<file path="config.mk">
export PLATFORM = sky130hd
export DESIGN_NAME = q2_serial_acc
export DESIGN_NICKNAME = d
export VERILOG_FILES = /design/src/rtl/q2_serial_acc.sv
export SDC_FILE = /design/constraint.sdc
export NUM_CORES = 1
export LEC_CHECK = 0
export BUFFER_PORTS_ARGS = -buffer_cell sky130_fd_sc_hd__buf_2
export CAP_MARGIN = 20
export CORE_MARGIN = 4
export CORE_UTILIZATION = 54
export CTS_CLUSTER_SIZE = 40
export DETAILED_ROUTE_END_ITERATION = 12
export PLACE_DENSITY = 0.83
export SKIP_CTS_REPAIR_TIMING = 1
export SLEW_MARGIN = 40
export SYNTH_ARGS = -nofsm -noshare
export SYNTH_HDL_FRONTEND = slang
export SYNTH_SLANG_ARGS = --single-unit
</file>
<file path="constraint.sdc">
create_clock -name clk -period 2 [get_ports clk]
set_input_delay 0.1 -clock clk [delete_from_list [all_inputs] [get_ports clk]]
set_output_delay 0.1 -clock clk [all_outputs]
set_load 0.005 [all_outputs]
</file>
<file path="src/rtl/q2_serial_acc.sv">
// Bit-serial accumulator/operand stage for the q2 1-bit ALU slice: holds A, X, F and the op code,
// and runs one WIDTH-cycle serial operation per accepted start. Optional macro: Q2_SERIAL_ACC_LOAD_EN.
module q2_serial_acc #(
    parameter int WIDTH = 12
) (
    input  logic             clk,
    input  logic             rst,
    input  logic             start,
    input  logic [1:0]       op,
    input  logic [WIDTH-1:0] x_in,
`ifdef Q2_SERIAL_ACC_LOAD_EN
    input  logic             acc_load,
    input  logic [WIDTH-1:0] acc_in,
`endif
    output logic             busy,
    output logic             done,
    output logic [WIDTH-1:0] acc_out,
    output logic             flag_out,
    output logic             a0,
    output logic             x0,
    output logic             x1,
    output logic             f,
    output logic             op3,
    output logic             op4,
    input  logic             alu_out,
    input  logic             alu_cout
);

    localparam int CW = (WIDTH > 2) ? $clog2(WIDTH) : 1;
    localparam logic [CW-1:0] LAST_COUNT = CW'(WIDTH - 1);

    typedef enum logic [1:0] {
        ST_IDLE = 2'd0,
        ST_RUN  = 2'd1,
        ST_DONE = 2'd2
    } state_t;

    state_t           state_q, state_d;
    logic [WIDTH-1:0] a_q, a_d;
    logic [WIDTH-1:0] x_q, x_d;
    logic             f_q, f_d;
    logic [1:0]       op_q, op_d;
    logic [CW-1:0]    count_q, count_d;

    logic             load_req;
    logic [WIDTH-1:0] load_val;

`ifdef Q2_SERIAL_ACC_LOAD_EN
    assign load_req = acc_load;
    assign load_val = acc_in;
`else
    assign load_req = 1'b0;
    assign load_val = '0;
`endif

    always_comb begin
        state_d = state_q;
        a_d     = a_q;
        x_d     = x_q;
        f_d     = f_q;
        op_d    = op_q;
        count_d = count_q;
        case (state_q)
            ST_IDLE: begin
                // A direct load wins over a simultaneous start; that start is dropped.
                if (load_req) begin
                    a_d = load_val;
                end else if (start) begin
                    x_d     = x_in;
                    op_d    = op;
                    count_d = '0;
                    // Load and NOR seed F for zero detection; add and shift keep F as carry-in/fill.
                    if (!op[1]) begin
                        f_d = 1'b1;
                    end
                    state_d = ST_RUN;
                end
            end
            ST_RUN: begin
                a_d = {alu_out, a_q[WIDTH-1:1]};
                x_d = {f_q, x_q[WIDTH-1:1]};
                f_d = alu_cout;
                if (count_q == LAST_COUNT) begin
                    count_d = '0;
                    state_d = ST_DONE;
                end else begin
                    count_d = count_q + CW'(1);
                end
            end
            ST_DONE: begin
                state_d = ST_IDLE;
            end
            default: begin
                state_d = ST_IDLE;
            end
        endcase
    end

    always_ff @(posedge clk) begin
        if (rst) begin
            state_q <= ST_IDLE;
            a_q     <= '0;
            x_q     <= '0;
            f_q     <= 1'b0;
            op_q    <= 2'b00;
            count_q <= '0;
        end else begin
            state_q <= state_d;
            a_q     <= a_d;
            x_q     <= x_d;
            f_q     <= f_d;
            op_q    <= op_d;
            count_q <= count_d;
        end
    end

    // Everything visible to the ALU is a plain register decode.
    assign busy     = (state_q != ST_IDLE);
    assign done     = (state_q == ST_DONE);
    assign acc_out  = a_q;
    assign flag_out = f_q;
    assign a0       = a_q[0];
    assign x0       = x_q[0];
    assign x1       = x_q[1];
    assign f        = f_q;
    assign op3      = op_q[0];
    assign op4      = op_q[1];

endmodule

</file>
==> reports/metrics.cfg <==
[status]
status = finished, final reports clean

[setup_path]
reg2regPathDepth = 3
critPathArrivalTime_ns = 1.58
r2r_slack_ns = 0.44
rr_startpoint = state_q[0]
r2r_end = count_q[2]
start_kind = flip-flop
worstPathCellList = inv_1 > nand2_1 > buf_2
worstPathMaxFanout = 17
worstSetupPathType = flip-flop to output port
slowest_stage = dfxtp_1
cp_top_family = flip-flops
path_buf_inv = 2
endpoint_kind = output port
cp_data_required_time_ns = 1.90
worst_path_largest_cell_delay_ns = 0.66

[placement]
port_buffers = 39
dp_cells = 218
gp_congestion = 0.867
dp_hpwl_mm = 2.06

[grt]
grt_util_all_layers = 0.182
grt_overflow = 0
grt_pass1_vias = 1078
grt_pass1_wl_mm = 4.77
grt_max_degree = 22
antenna_found_initial = 0

[synthesis]
synth_top_area_cell = dfxtp_1
synthTopCellsByArea = dfxtp_1 (49%), a21oi_1 (9.2%), nand2_1 (7.5%), o21ai_0 (5.2%), o2bb2ai_1 (5.2%)
ys.flop_type = dfxtp_1
yosysWarnings = 0
synth-edff-count = 0
syn_nets = 184
syn_area_mm2 = 0.00136
ys_ff_latch = 33
synthArstFlopShare = 0
synth-seq-area-share = 0.486
synthCells = 164
yosysUniqueCellTypes = 28
synth.avg_cell_area_um2 = 8.29
synth_top_area_frac = 0.486

[clock_tree]
cts_tree = built
clk_latency_ns = 0.33
path_clk_slew_ns = 0.10
htreeDepth = 2
cts_num_sinks = 33
cts_buffer_depth = 2
cts_buffers = 5
clock-root-buffer = clkbuf_4

[sta]
maxSlewViolCount = 0
setup_viol = 0
slew-limit-headroom = 0.655
fmax_mhz = 597
tns_ns = 0
worstMarginPinSlew_ns = 0.517
period_needed_ns = 1.68
hold_viol = 0
clock-skew-final_ns = 0.00923
rsz0062_at_grt = false
hold_slack_ns = 0.0212
period_share = 0.838

[layout]
fin_nets = 218
layout.cells.non_filler = 227
drive_above_1_share = 0.246
area_delta_synth_final_pct = 20.4
diodes = 0

[floorplan]
ios = 40
die_x_um = 58.2
fp-row-count = 17
die_y_um = 58.2
core_area_mm2 = 0.00230
initial_core_util = 0.592
die_area_mm2 = 0.00338

[routing]
drtAntennaViolNets = 0
wl_mm = 2.98
num_vias = 1274
drc = 0
via_per_inst = 5.61
avgRoutedWirePerCell_um = 13.1
drt_iter0_drc = 49
dr.pass1.iters = 4

[pwr]
powerDensity_mw_per_mm2 = 892
leakage_nw = 0.713
vdd_ir_drop_max_mv = 0.993

[job]
cap_violations = 0

[hold_path]
hp-start = op[0]
hp-class = primary input to flip-flop
min_to = op_q[0]
min_path_cells = 3

[cell usage in the layout (no fill, tap or decap), types with 3 or more instances in the layout]
cell       count
nor2_1        14
o22ai_1        4
nand2b_1       3
inv_1          3
clkbuf_4       5
a21oi_1       25
o2bb2ai_1      8
buf_2         39
dfxtp_1       33
o21ai_0       14
nor3_1         3
nand2_1       27
[tightest hold or removal path, cell delays in order]
cell	delay, ns
buf_2	0.07
mux2i_1	0.06
nor2_1	0.08
[cell families after synthesis]
kind of cell | after synthesis | synth area share
AOI/OAI and AO/OA | 58 | 0.259
and+or+nand+nor | 53 | 0.169
DFF | 33 | 0.486
buffers and inverters | 17 | 0.0626
muxes | 2 | 0.0147
adders and majority gates | 1 | 0.00921
[synth_stat cells, types with 2 or more instances]
| cell type | count |
|---|---|
| a211o_1 | 2 |
| a21oi_1 | 25 |
| buf_2 | 7 |
| buf_4 | 3 |
| clkbuf_1 | 2 |
| dfxtp_1 | 33 |
| inv_1 | 3 |
| mux2i_1 | 2 |
| nand2_1 | 27 |
| nand2b_1 | 3 |
| nor2_1 | 14 |
| nor3_1 | 3 |
| nor3b_1 | 2 |
| o21ai_0 | 14 |
| o22ai_1 | 4 |
| o2bb2ai_1 | 8 |
[area by class of cell]
cell class,instances,area (um^2)
clock inverters,3,65.1
fillers,191,662
flip-flops and latches,33,661
multi-input cells,114,613
clock buffers,5,37.5
repair buffers,41,213
well taps,28,35.0
inverters,3,11.3
[per-layer routing]
layer	up-vias	wire (um)	share of wire	track usage
li1	634	-	-	-
met1	590	1380	0.46	0.242
met2	48	1370	0.46	0.266
met3	2	220	0.074	0.0757
met4	0	17	0.0057	0.0596
met5	-	0	0	0
[per-stage QoR]
step | setup slack, ns | area [um^2] | util | total power (W)
4_1_cts | 0.308 | 1630 | 0.708 | 0.00147
3_5_place_dp | 0.483 | 1520 | 0.663 | 0.000864
5_1_grt | 0.162 | 1640 | 0.712 | 0.00154
6_report | 0.324 | 1640 | 0.712 | 0.00146
3_3_place_gp | 0.546 | 1520 | 0.663 | 0.000858
2_1_floorplan | 0.848 | 1360 | - | 0.000820
[how the worst max path moves through the flow]
stage               start          to  slack (ns)  cells past startpoint
4_1_cts        state_q[0]        busy        0.31                      3
3_3_place_gp   state_q[0]  count_q[2]        0.55                      3
5_1_grt        state_q[0]        busy        0.16                      3
3_5_place_dp   state_q[0]  count_q[2]        0.48                      3
6_report       state_q[0]        busy        0.32                      3
2_1_floorplan  count_q[0]  count_q[3]        0.85                      4
[sequential cells by signal (all words and copies together) (netlist names)]
| name | cells |
|---|---|
| op_q | 2 |
| f | 1 |
| acc_out | 12 |
| count_q | 4 |
| x_q | 12 |
| state_q | 2 |
[power breakdown]
part	internal (W)	switching, W
Combinational	0.0000620	0.0000787
Sequential	0.000689	0.0000240
Clock	0.000387	0.000218
Power figures use the tool's default switching activity.
